$ cat src/rtl/ins_fetcher_if.sv
// Bus bundle of the instruction fetch unit: memory handshake, branch-predictor
// query/verdict, flush/JALR redirect and the delivery port towards decode/issue.
interface ins_fetcher_if;
   logic        mem_req;
   logic [31:0] mem_addr;
   logic        mem_valid;
   logic [31:0] mem_data;
   logic        ask_predictor;
   logic [31:0] now_ins_addr;
   logic [31:0] jump_addr_to_pred;
   logic [31:0] next_addr_to_pred;
   logic        pred_jump;
   logic        predictor_sgn_rdy;
   logic        predictor_full;
   logic        if_flush;
   logic [31:0] addr_to_if;
   logic        issue_full;
   logic        ins_valid;
   logic [31:0] ins_out;
   logic [31:0] ins_pc;
   logic        ins_pred_jump;
   logic        jalr_done;
   logic [31:0] jalr_target;

   modport master (
      output mem_req, mem_addr, ask_predictor, now_ins_addr, jump_addr_to_pred,
             next_addr_to_pred, ins_valid, ins_out, ins_pc, ins_pred_jump,
      input  mem_valid, mem_data, pred_jump, predictor_sgn_rdy, predictor_full,
             if_flush, addr_to_if, issue_full, jalr_done, jalr_target
   );

   modport slave (
      input  mem_req, mem_addr, ask_predictor, now_ins_addr, jump_addr_to_pred,
             next_addr_to_pred, ins_valid, ins_out, ins_pc, ins_pred_jump,
      output mem_valid, mem_data, pred_jump, predictor_sgn_rdy, predictor_full,
             if_flush, addr_to_if, issue_full, jalr_done, jalr_target
   );
endinterface

$ cat src/rtl/ins_fetcher.sv
// Instruction fetch unit: PC sequencing, memory fetch handshake, branch
// prediction query, flush/JALR redirect and single-instruction delivery.
module ins_fetcher #(
   parameter logic [31:0] RESET_PC = 32'h0
) (
   input logic           clk,
   input logic           rst,
   input logic           rdy,
   ins_fetcher_if.master bus
);
   typedef enum logic [2:0] {
      FETCH     = 3'd0,
      WAIT_MEM  = 3'd1,
      WAIT_PRED = 3'd2,
      WAIT_JALR = 3'd3,
      DRAIN     = 3'd4
   } state_t;

   localparam logic [6:0] OP_BRANCH = 7'b1100011;
   localparam logic [6:0] OP_JAL    = 7'b1101111;
   localparam logic [6:0] OP_JALR   = 7'b1100111;

   function automatic logic [31:0] b_imm(input logic [31:0] w);
      return {{19{w[31]}}, w[31], w[7], w[30:25], w[11:8], 1'b0};
   endfunction

   function automatic logic [31:0] j_imm(input logic [31:0] w);
      return {{11{w[31]}}, w[31], w[19:12], w[20], w[30:21], 1'b0};
   endfunction

   state_t      state_r, state_c, state_nx;
   logic [31:0] pc_r, pc_nx;
   logic [31:0] ins_r, ins_nx;
   logic        hold_r, hold_nx;
   logic        mem_req_r, mem_req_c, mem_req_nx;
   logic [31:0] mem_addr_r, mem_addr_c, mem_addr_nx;
   logic        ask_r, ask_nx;
   logic [31:0] now_addr_r, now_addr_nx;
   logic [31:0] jump_addr_r, jump_addr_nx;
   logic [31:0] next_addr_r, next_addr_nx;
   logic        ins_valid_r, ins_valid_nx;
   logic [31:0] ins_out_r, ins_out_nx;
   logic [31:0] ins_pc_r, ins_pc_nx;
   logic        pred_r, pred_nx;
   logic [31:0] word_s;
   logic        have_word_s;
   logic        launch_s;

   // Next-state and output computation; a return to FETCH launches the next request at once when issue has room
   always_comb begin
      state_c      = state_r;
      pc_nx        = pc_r;
      ins_nx       = ins_r;
      hold_nx      = hold_r;
      mem_req_c    = mem_req_r;
      mem_addr_c   = mem_addr_r;
      ask_nx       = 1'b0;
      now_addr_nx  = now_addr_r;
      jump_addr_nx = jump_addr_r;
      next_addr_nx = next_addr_r;
      ins_valid_nx = 1'b0;
      ins_out_nx   = ins_out_r;
      ins_pc_nx    = ins_pc_r;
      pred_nx      = pred_r;
      word_s       = hold_r ? ins_r : bus.mem_data;
      have_word_s  = hold_r | bus.mem_valid;

      if (bus.if_flush) begin
         pc_nx     = bus.addr_to_if;
         hold_nx   = 1'b0;
         mem_req_c = 1'b0;
         // An outstanding fetch must still be swallowed before refetching
         if (((state_r == WAIT_MEM) && !hold_r && !bus.mem_valid) ||
             ((state_r == DRAIN) && !bus.mem_valid)) begin
            state_c = DRAIN;
         end else begin
            state_c = FETCH;
         end
      end else begin
         case (state_r)
            FETCH: begin
               state_c = FETCH;
            end
            WAIT_MEM: begin
               if (have_word_s) begin
                  mem_req_c = 1'b0;
                  ins_nx    = word_s;
                  case (word_s[6:0])
                     OP_BRANCH: begin
                        if (!bus.predictor_full) begin
                           ask_nx       = 1'b1;
                           now_addr_nx  = pc_r;
                           jump_addr_nx = pc_r + b_imm(word_s);
                           next_addr_nx = pc_r + 32'd4;
                           hold_nx      = 1'b0;
                           state_c      = WAIT_PRED;
                        end else begin
                           hold_nx = 1'b1;
                           state_c = WAIT_MEM;
                        end
                     end
                     OP_JAL: begin
                        ins_valid_nx = 1'b1;
                        ins_out_nx   = word_s;
                        ins_pc_nx    = pc_r;
                        pred_nx      = 1'b1;
                        pc_nx        = pc_r + j_imm(word_s);
                        state_c      = FETCH;
                     end
                     OP_JALR: begin
                        ins_valid_nx = 1'b1;
                        ins_out_nx   = word_s;
                        ins_pc_nx    = pc_r;
                        pred_nx      = 1'b0;
                        state_c      = WAIT_JALR;
                     end
                     default: begin
                        ins_valid_nx = 1'b1;
                        ins_out_nx   = word_s;
                        ins_pc_nx    = pc_r;
                        pred_nx      = 1'b0;
                        pc_nx        = pc_r + 32'd4;
                        state_c      = FETCH;
                     end
                  endcase
               end else begin
                  state_c = WAIT_MEM;
               end
            end
            WAIT_PRED: begin
               if (bus.predictor_sgn_rdy) begin
                  ins_valid_nx = 1'b1;
                  ins_out_nx   = ins_r;
                  ins_pc_nx    = pc_r;
                  pred_nx      = bus.pred_jump;
                  pc_nx        = bus.pred_jump ? jump_addr_r : next_addr_r;
                  state_c      = FETCH;
               end else begin
                  state_c = WAIT_PRED;
               end
            end
            WAIT_JALR: begin
               if (bus.jalr_done) begin
                  pc_nx   = bus.jalr_target & 32'hFFFF_FFFE;
                  state_c = FETCH;
               end else begin
                  state_c = WAIT_JALR;
               end
            end
            DRAIN: begin
               if (bus.mem_valid) begin
                  state_c = FETCH;
               end else begin
                  state_c = DRAIN;
               end
            end
            default: begin
               state_c   = FETCH;
               mem_req_c = 1'b0;
            end
         endcase
      end

      launch_s    = (state_c == FETCH) && !bus.if_flush && !bus.issue_full;
      state_nx    = launch_s ? WAIT_MEM : state_c;
      mem_req_nx  = launch_s ? 1'b1 : mem_req_c;
      mem_addr_nx = launch_s ? pc_nx : mem_addr_c;
   end

   // State and registered outputs; rdy low freezes everything, pulses included
   always_ff @(posedge clk) begin
      if (rst) begin
         state_r     <= FETCH;
         pc_r        <= RESET_PC;
         ins_r       <= 32'h0;
         hold_r      <= 1'b0;
         mem_req_r   <= 1'b0;
         mem_addr_r  <= 32'h0;
         ask_r       <= 1'b0;
         now_addr_r  <= 32'h0;
         jump_addr_r <= 32'h0;
         next_addr_r <= 32'h0;
         ins_valid_r <= 1'b0;
         ins_out_r   <= 32'h0;
         ins_pc_r    <= 32'h0;
         pred_r      <= 1'b0;
      end else if (rdy) begin
         state_r     <= state_nx;
         pc_r        <= pc_nx;
         ins_r       <= ins_nx;
         hold_r      <= hold_nx;
         mem_req_r   <= mem_req_nx;
         mem_addr_r  <= mem_addr_nx;
         ask_r       <= ask_nx;
         now_addr_r  <= now_addr_nx;
         jump_addr_r <= jump_addr_nx;
         next_addr_r <= next_addr_nx;
         ins_valid_r <= ins_valid_nx;
         ins_out_r   <= ins_out_nx;
         ins_pc_r    <= ins_pc_nx;
         pred_r      <= pred_nx;
      end else begin
         state_r <= state_r;
      end
   end

   assign bus.mem_req           = mem_req_r;
   assign bus.mem_addr          = mem_addr_r;
   assign bus.ask_predictor     = ask_r;
   assign bus.now_ins_addr      = now_addr_r;
   assign bus.jump_addr_to_pred = jump_addr_r;
   assign bus.next_addr_to_pred = next_addr_r;
   assign bus.ins_valid         = ins_valid_r;
   assign bus.ins_out           = ins_out_r;
   assign bus.ins_pc            = ins_pc_r;
   assign bus.ins_pred_jump     = pred_r;
endmodule

$ cat src/flat_wrapper.sv
// flat-port wrapper written by rule: the top's interface ports become plain ports
module ins_fetcher_flat 
#(
   parameter logic [31:0] RESET_PC = 32'h0
)
  (clk, rst, rdy, bus_mem_req, bus_mem_addr, bus_ask_predictor, bus_now_ins_addr, bus_jump_addr_to_pred, bus_next_addr_to_pred, bus_ins_valid, bus_ins_out, bus_ins_pc, bus_ins_pred_jump, bus_mem_valid, bus_mem_data, bus_pred_jump, bus_predictor_sgn_rdy, bus_predictor_full, bus_if_flush, bus_addr_to_if, bus_issue_full, bus_jalr_done, bus_jalr_target);
  ins_fetcher_if bus_i ();
  input logic clk;
  input logic rst;
  input logic rdy;
  output wire logic [$bits(bus_i.mem_req)-1:0] bus_mem_req;
  output wire logic [$bits(bus_i.mem_addr)-1:0] bus_mem_addr;
  output wire logic [$bits(bus_i.ask_predictor)-1:0] bus_ask_predictor;
  output wire logic [$bits(bus_i.now_ins_addr)-1:0] bus_now_ins_addr;
  output wire logic [$bits(bus_i.jump_addr_to_pred)-1:0] bus_jump_addr_to_pred;
  output wire logic [$bits(bus_i.next_addr_to_pred)-1:0] bus_next_addr_to_pred;
  output wire logic [$bits(bus_i.ins_valid)-1:0] bus_ins_valid;
  output wire logic [$bits(bus_i.ins_out)-1:0] bus_ins_out;
  output wire logic [$bits(bus_i.ins_pc)-1:0] bus_ins_pc;
  output wire logic [$bits(bus_i.ins_pred_jump)-1:0] bus_ins_pred_jump;
  input wire logic [$bits(bus_i.mem_valid)-1:0] bus_mem_valid;
  input wire logic [$bits(bus_i.mem_data)-1:0] bus_mem_data;
  input wire logic [$bits(bus_i.pred_jump)-1:0] bus_pred_jump;
  input wire logic [$bits(bus_i.predictor_sgn_rdy)-1:0] bus_predictor_sgn_rdy;
  input wire logic [$bits(bus_i.predictor_full)-1:0] bus_predictor_full;
  input wire logic [$bits(bus_i.if_flush)-1:0] bus_if_flush;
  input wire logic [$bits(bus_i.addr_to_if)-1:0] bus_addr_to_if;
  input wire logic [$bits(bus_i.issue_full)-1:0] bus_issue_full;
  input wire logic [$bits(bus_i.jalr_done)-1:0] bus_jalr_done;
  input wire logic [$bits(bus_i.jalr_target)-1:0] bus_jalr_target;
  assign bus_mem_req = bus_i.mem_req;
  assign bus_mem_addr = bus_i.mem_addr;
  assign bus_ask_predictor = bus_i.ask_predictor;
  assign bus_now_ins_addr = bus_i.now_ins_addr;
  assign bus_jump_addr_to_pred = bus_i.jump_addr_to_pred;
  assign bus_next_addr_to_pred = bus_i.next_addr_to_pred;
  assign bus_ins_valid = bus_i.ins_valid;
  assign bus_ins_out = bus_i.ins_out;
  assign bus_ins_pc = bus_i.ins_pc;
  assign bus_ins_pred_jump = bus_i.ins_pred_jump;
  assign bus_i.mem_valid = bus_mem_valid;
  assign bus_i.mem_data = bus_mem_data;
  assign bus_i.pred_jump = bus_pred_jump;
  assign bus_i.predictor_sgn_rdy = bus_predictor_sgn_rdy;
  assign bus_i.predictor_full = bus_predictor_full;
  assign bus_i.if_flush = bus_if_flush;
  assign bus_i.addr_to_if = bus_addr_to_if;
  assign bus_i.issue_full = bus_issue_full;
  assign bus_i.jalr_done = bus_jalr_done;
  assign bus_i.jalr_target = bus_jalr_target;
  ins_fetcher #(.RESET_PC(RESET_PC)) u_core (.clk(clk), .rst(rst), .rdy(rdy), .bus(bus_i));
endmodule
$ cat config.mk
export PLATFORM = sky130hd
export DESIGN_NAME = ins_fetcher_flat
export DESIGN_NICKNAME = d
export VERILOG_FILES = /design/src/rtl/ins_fetcher_if.sv /design/src/rtl/ins_fetcher.sv /design/src/flat_wrapper.sv
export SDC_FILE = /design/constraint.sdc
export NUM_CORES = 1
export LEC_CHECK = 0
export BUFFER_PORTS_ARGS = -buffer_cell sky130_fd_sc_hd__clkbuf_2
export CAP_MARGIN = 20
export CORE_ASPECT_RATIO = 0.6
export CORE_MARGIN = 5
export CORE_UTILIZATION = 45
export DETAILED_ROUTE_END_ITERATION = 7
export PLACE_DENSITY = 0.67
export SLEW_MARGIN = 20
export SYNTH_ARGS = -nofsm -noshare
export SYNTH_HDL_FRONTEND = slang
export SYNTH_SLANG_ARGS = --single-unit
$ cat constraint.sdc
create_clock -name clk -period 5.3 [get_ports clk]
set_input_delay 0 -clock clk [delete_from_list [all_inputs] [get_ports clk]]
set_output_delay 0 -clock clk [all_outputs]
set_load 0.01 [all_outputs]
==> impl_summary.log <==
[metrics] syn_nets: 2163
[metrics] number of top-level pins: 302
[metrics] most used flip-flop cell after synthesis: sky130_fd_sc_hd__dfxtp_1
[metrics] fraction of the mapped netlist area in adder cells: 3.85%
[metrics] Register-to-Register Setup Slack: 560 ps
[metrics] die boundary width: 248 um
[metrics] Hold Path Cell Cnt: 5
[metrics] gp weighted congestion: 1.03
[metrics] Slew headroom: 26.5%
[metrics] post-route cell area: 0.0186 mm2
[metrics] first-pass GRT wire length: 94600 um
[metrics] startpoint type of the worst setup path: register
[metrics] number of flops mapped to enable cells by yosys: 0
[metrics] kind of critical path: register to register
[metrics] Vias per Instance: 6.03
[metrics] share of synthesized area occupied by flip-flops and latches: 34.1%
[metrics] Hold Violations, Final: 0
[metrics] number of rows in the core area: 52
[metrics] critical path required time: 5770 ps
[metrics] class of the worst hold path: primary input to register
[metrics] total negative slack for setup checks: 0 ps
[metrics] FF+latch count, synth: 261
[metrics] drt first-iter violations: 1887
[metrics] Power per Cell Area: 267 mW/mm2
[metrics] CTS-repair resized insts: 0
[metrics] fraction of the cycle the final worst path needs: 89.5%
[metrics] hold path start: bus_addr_to_if[2]
[metrics] multi-input gate area in the final layout: 0.00922 mm2
[metrics] run status: finished clean
[metrics] Die Outline Area: 0.0380 mm2
[metrics] CTS clk-pin slew, worst paths: 70 ps
[metrics] ratio of cells with drive above 1 in the final layout: 19.0%
[metrics] slew of the pin with the lowest slew margin: 1100 ps
[metrics] combinational family with the most area after synthesis: compound AO/OA/AOI/OAI gates
[metrics] terminus of the critical flop-to-flop path: u_core.pc_r[30]$_SDFFE_PP0P_
[metrics] Pins Over Slew Limit: 0
[metrics] residual overflow from global routing: 0
[metrics] share of async-settable or async-resettable flops after synthesis: 0%
[metrics] Pleak: 7.52 nW
[metrics] length of routed met2 wiring: 24800 um
[metrics] number of buffers on the longest clock path: 3
[metrics] Worst IR Drop VDD: 0.000261 V
[metrics] cell types occupying the most area after synthesis: sky130_fd_sc_hd__dfxtp_1 (34%), sky130_fd_sc_hd__nand2_1 (8.0%), sky130_fd_sc_hd__a21oi_1 (7.0%)
[metrics] combined area of all synthesized cells: 0.0153 mm2
[metrics] routed wire length: 63100 um
[metrics] number of nets in the finished design: 2416
[metrics] final-layout fill cell count: 3250
[metrics] Wirelength per Cell: 23.0 um
[metrics] worst endpoint data arrival time: 5210 ps
[metrics] RSZ-0062 raised after global routing: no
[metrics] overall die height: 153 um
[metrics] total of max-cap violations: 0
[metrics] count of mapped cells out of synthesis: 2011
[metrics] count of nets left with antenna violations after detail routing: 0
[metrics] top cell type's share of synthesized area: 34.1%
[metrics] effective utilization at floorplan: 45.5%
[metrics] area used by sequential logic in the layout: 0.00523 mm2
[metrics] routed length on met3: 7840 um
[metrics] Area growth syn-to-layout: 21.5%
[metrics] post-synthesis average cell area: 7.63 um2
[metrics] time the worst path needs with I/O delays and setup: 4740 ps
[metrics] number of input and output port buffers inserted: 300
[metrics] cell area reported after detailed placement: 0.0170 mm2
[metrics] fmax: 0.211 GHz
[metrics] HPWL after detailed placement: 46400 um
[metrics] number of clock sinks seen by CTS: 261
[metrics] DRC violation count after routing: 0
[metrics] Reg2Reg Launch Point: u_core.hold_r$_SDFFE_PP0P_
[metrics] post-synthesis simple-gate area fraction: 20.1%
[metrics] CTS Root Buffer Type: sky130_fd_sc_hd__clkbuf_16
[metrics] multiplexer area fraction after synthesis: 5.42%
[metrics] TritonCTS Buffers: 27
[metrics] DRT Pass-1 Iters: 6
[metrics] TritonCTS clock tree: built
[metrics] detailed-route wire length on metal 1: 28400 um
[metrics] Vias: 16500
[metrics] type of destination of the critical path: register
[metrics] final-report setup violation count: 0
[metrics] number of library cell types mapped by synthesis: 86
[metrics] area leader, netlist: sky130_fd_sc_hd__dfxtp_1
[metrics] Compound-Gate Fraction of Synth Area: 26.6%
[metrics] initial antenna violation count: 1
[metrics] via count of the first global-routing pass: 15300
[metrics] maximum level of the CTS H-tree: 1
[metrics] antenna diode count: 0
[metrics] floorplan core area: 0.0337 mm2
[metrics] top fanout value on the critical path: 24
[metrics] path depth of the worst reg2reg path: 14
[metrics] top layer used by detailed routing: met4
[metrics] clock latency on the worst-skew pair: 590 ps
[metrics] maximum clock skew at final layout: 21.4 ps
[metrics] worst-case hold path end point: u_core.bus.mem_addr[2]$_SDFFE_PP0P_
[metrics] largest net degree at the start of global routing: 117
[metrics] Total GRT Usage: 31.7%
[metrics] number of warnings issued by yosys: 0
[metrics] xor and xnor fraction of the mapped netlist area: 3.82%
metal layers:
metal	track usage, %	vias to the layer above
met5	0	-
met4	8.85	0
met3	9.84	115
met2	43.4	900
met1	47.6	7817
li1	-	7708
cells in the mapped netlist, types with 4 or more instances:
cell type and n:
sky130_fd_sc_hd__nand2_1 326, sky130_fd_sc_hd__dfxtp_1 261, sky130_fd_sc_hd__a21oi_1 215, sky130_fd_sc_hd__nor2_1 200, sky130_fd_sc_hd__clkbuf_1 126, sky130_fd_sc_hd__o21ai_0 102
sky130_fd_sc_hd__a211oi_1 86, sky130_fd_sc_hd__mux2i_1 67, sky130_fd_sc_hd__inv_1 45, sky130_fd_sc_hd__ha_1 44, sky130_fd_sc_hd__o211ai_1 41, sky130_fd_sc_hd__xnor2_1 41
sky130_fd_sc_hd__buf_2 39, sky130_fd_sc_hd__a21o_1 31, sky130_fd_sc_hd__nand3_1 28, sky130_fd_sc_hd__xor2_1 26, sky130_fd_sc_hd__nor3_1 24, sky130_fd_sc_hd__nand4_1 22
sky130_fd_sc_hd__and3_1 20, sky130_fd_sc_hd__a31oi_1 15, sky130_fd_sc_hd__a311oi_1 14, sky130_fd_sc_hd__mux2_2 13, sky130_fd_sc_hd__o21a_1 13, sky130_fd_sc_hd__o22ai_1 13
sky130_fd_sc_hd__a221oi_1 12, sky130_fd_sc_hd__or3_1 11, sky130_fd_sc_hd__nor4_1 9, sky130_fd_sc_hd__and4_1 8, sky130_fd_sc_hd__nor2b_1 8, sky130_fd_sc_hd__a222oi_1 7
sky130_fd_sc_hd__and2_1 7, sky130_fd_sc_hd__buf_4 7, sky130_fd_sc_hd__nand2b_1 7, sky130_fd_sc_hd__a211o_1 6, sky130_fd_sc_hd__buf_1 6, sky130_fd_sc_hd__o21bai_1 6
sky130_fd_sc_hd__a21boi_0 5, sky130_fd_sc_hd__a2bb2oi_1 5, sky130_fd_sc_hd__o221ai_1 5, sky130_fd_sc_hd__a311o_1 4, sky130_fd_sc_hd__a31o_2 4, sky130_fd_sc_hd__o2111ai_1 4
sky130_fd_sc_hd__o21ai_1 4, sky130_fd_sc_hd__o31a_1 4, sky130_fd_sc_hd__o31ai_1 4
kinds of logic after synthesis:
logic type	count (synthesis)
XOR/XNOR	67
multiplexers	81
AND/OR/NAND/NOR	698
flip-flops	261
buffers and inverters	227
AO/OA/AOI/OAI	631
adder cells (fa/ha/maj)	46
per-stage QoR:
step | utilization [%] | worst slack, ps | hold WS (ps) | total power, mW | std cells
5_1_grt | 55.3 | 319 | 16.8 | 5.12 | 2743
3_5_place_dp | 50.4 | 1030 | 276 | 2.84 | 2625
6_report | 55.3 | 558 | 21.7 | 4.97 | 2743
2_1_floorplan | - | 1540 | 144 | 2.57 | 2011
3_3_place_gp | 50.4 | 1040 | 266 | 2.84 | 2625
4_1_cts | 55.3 | 610 | 7.57 | 4.95 | 2742
critical path, stage by stage (launching register included):
cell and delay (ps):
sky130_fd_sc_hd__dfxtp_2 610, sky130_fd_sc_hd__buf_12 270, sky130_fd_sc_hd__mux2i_1 330, sky130_fd_sc_hd__inv_1 130, sky130_fd_sc_hd__ha_1 430, sky130_fd_sc_hd__a21o_1 210
sky130_fd_sc_hd__a21o_1 180, sky130_fd_sc_hd__a21oi_2 140, sky130_fd_sc_hd__or4b_1 460, sky130_fd_sc_hd__o21ai_2 200, sky130_fd_sc_hd__o21ai_0 240, sky130_fd_sc_hd__a41o_1 310
sky130_fd_sc_hd__a21oi_1 360, sky130_fd_sc_hd__o21ai_0 130, sky130_fd_sc_hd__dlygate4sd3_1 570
placed cells by master, fill, tap and decap left out, types with 44 or more instances in the layout:
| cell | instances |
|---|---|
| sky130_fd_sc_hd__a211oi_1 | 86 |
| sky130_fd_sc_hd__a21oi_1 | 215 |
| sky130_fd_sc_hd__nand2_1 | 326 |
| sky130_fd_sc_hd__clkbuf_2 | 299 |
| sky130_fd_sc_hd__dlygate4sd3_1 | 68 |
| sky130_fd_sc_hd__nor2_1 | 198 |
| sky130_fd_sc_hd__o21ai_0 | 101 |
| sky130_fd_sc_hd__ha_1 | 44 |
| sky130_fd_sc_hd__inv_1 | 45 |
| sky130_fd_sc_hd__dfxtp_1 | 260 |
| sky130_fd_sc_hd__mux2i_1 | 67 |
sequential cells by signal, summed over array words and instances (netlist names), 3 cells and up:
signal,flops
u_core.state_r,3
u_core.ins_r,32
u_core.bus.ins_pc,32
u_core.pc_r,32
u_core.bus.now_ins_addr,30
u_core.bus.jump_addr_to_pred,31
u_core.bus.ins_out,32
u_core.bus.next_addr_to_pred,32
u_core.bus.mem_addr,32
power breakdown:
group / leakage [nW] / internal, mW / switching, mW
combinational: 4.94 / 0.298 / 0.508
sequential: 2.11 / 1.99 / 0.0740
clock: 0.471 / 1.21 / 0.891
total: 7.52 / 3.50 / 1.47
area by class of cell:
| class | count | area share (%) |
|---|---|---|
| inverter | 45 | 0.906 |
| tap | 459 | 3.08 |
| clock buffer | 35 | 4.05 |
| clock inverter | 14 | 1.05 |
| timing repair buffer | 406 | 13.5 |
| sequential | 261 | 28.0 |
| multi-input combinational | 1523 | 49.4 |
worst max-delay path by stage:
stage / cells past startpoint / startpoint / slack [ps] / endpoint
after floorplan: 16 / u_core.hold_r$_SDFFE_PP0P_ / 1540 / u_core.bus.mem_addr[13]$_SDFFE_PP0P_
after global placement: 14 / u_core.hold_r$_SDFFE_PP0P_ / 1040 / u_core.bus.mem_addr[13]$_SDFFE_PP0P_
after detailed placement: 13 / u_core.hold_r$_SDFFE_PP0P_ / 1030 / u_core.pc_r[13]$_SDFFE_PP0P_
after CTS: 14 / u_core.hold_r$_SDFFE_PP0P_ / 610 / u_core.pc_r[30]$_SDFFE_PP0P_
after global routing: 14 / u_core.hold_r$_SDFFE_PP0P_ / 320 / u_core.pc_r[30]$_SDFFE_PP0P_
final: 14 / u_core.hold_r$_SDFFE_PP0P_ / 560 / u_core.pc_r[30]$_SDFFE_PP0P_
what timing repair did:
item | CTS | global route
buffers inserted | 0 | 0
hold buffers | 68 | 0
endpoints found under the hold margin | 159 | 0
Power figures use the tool's default switching activity.
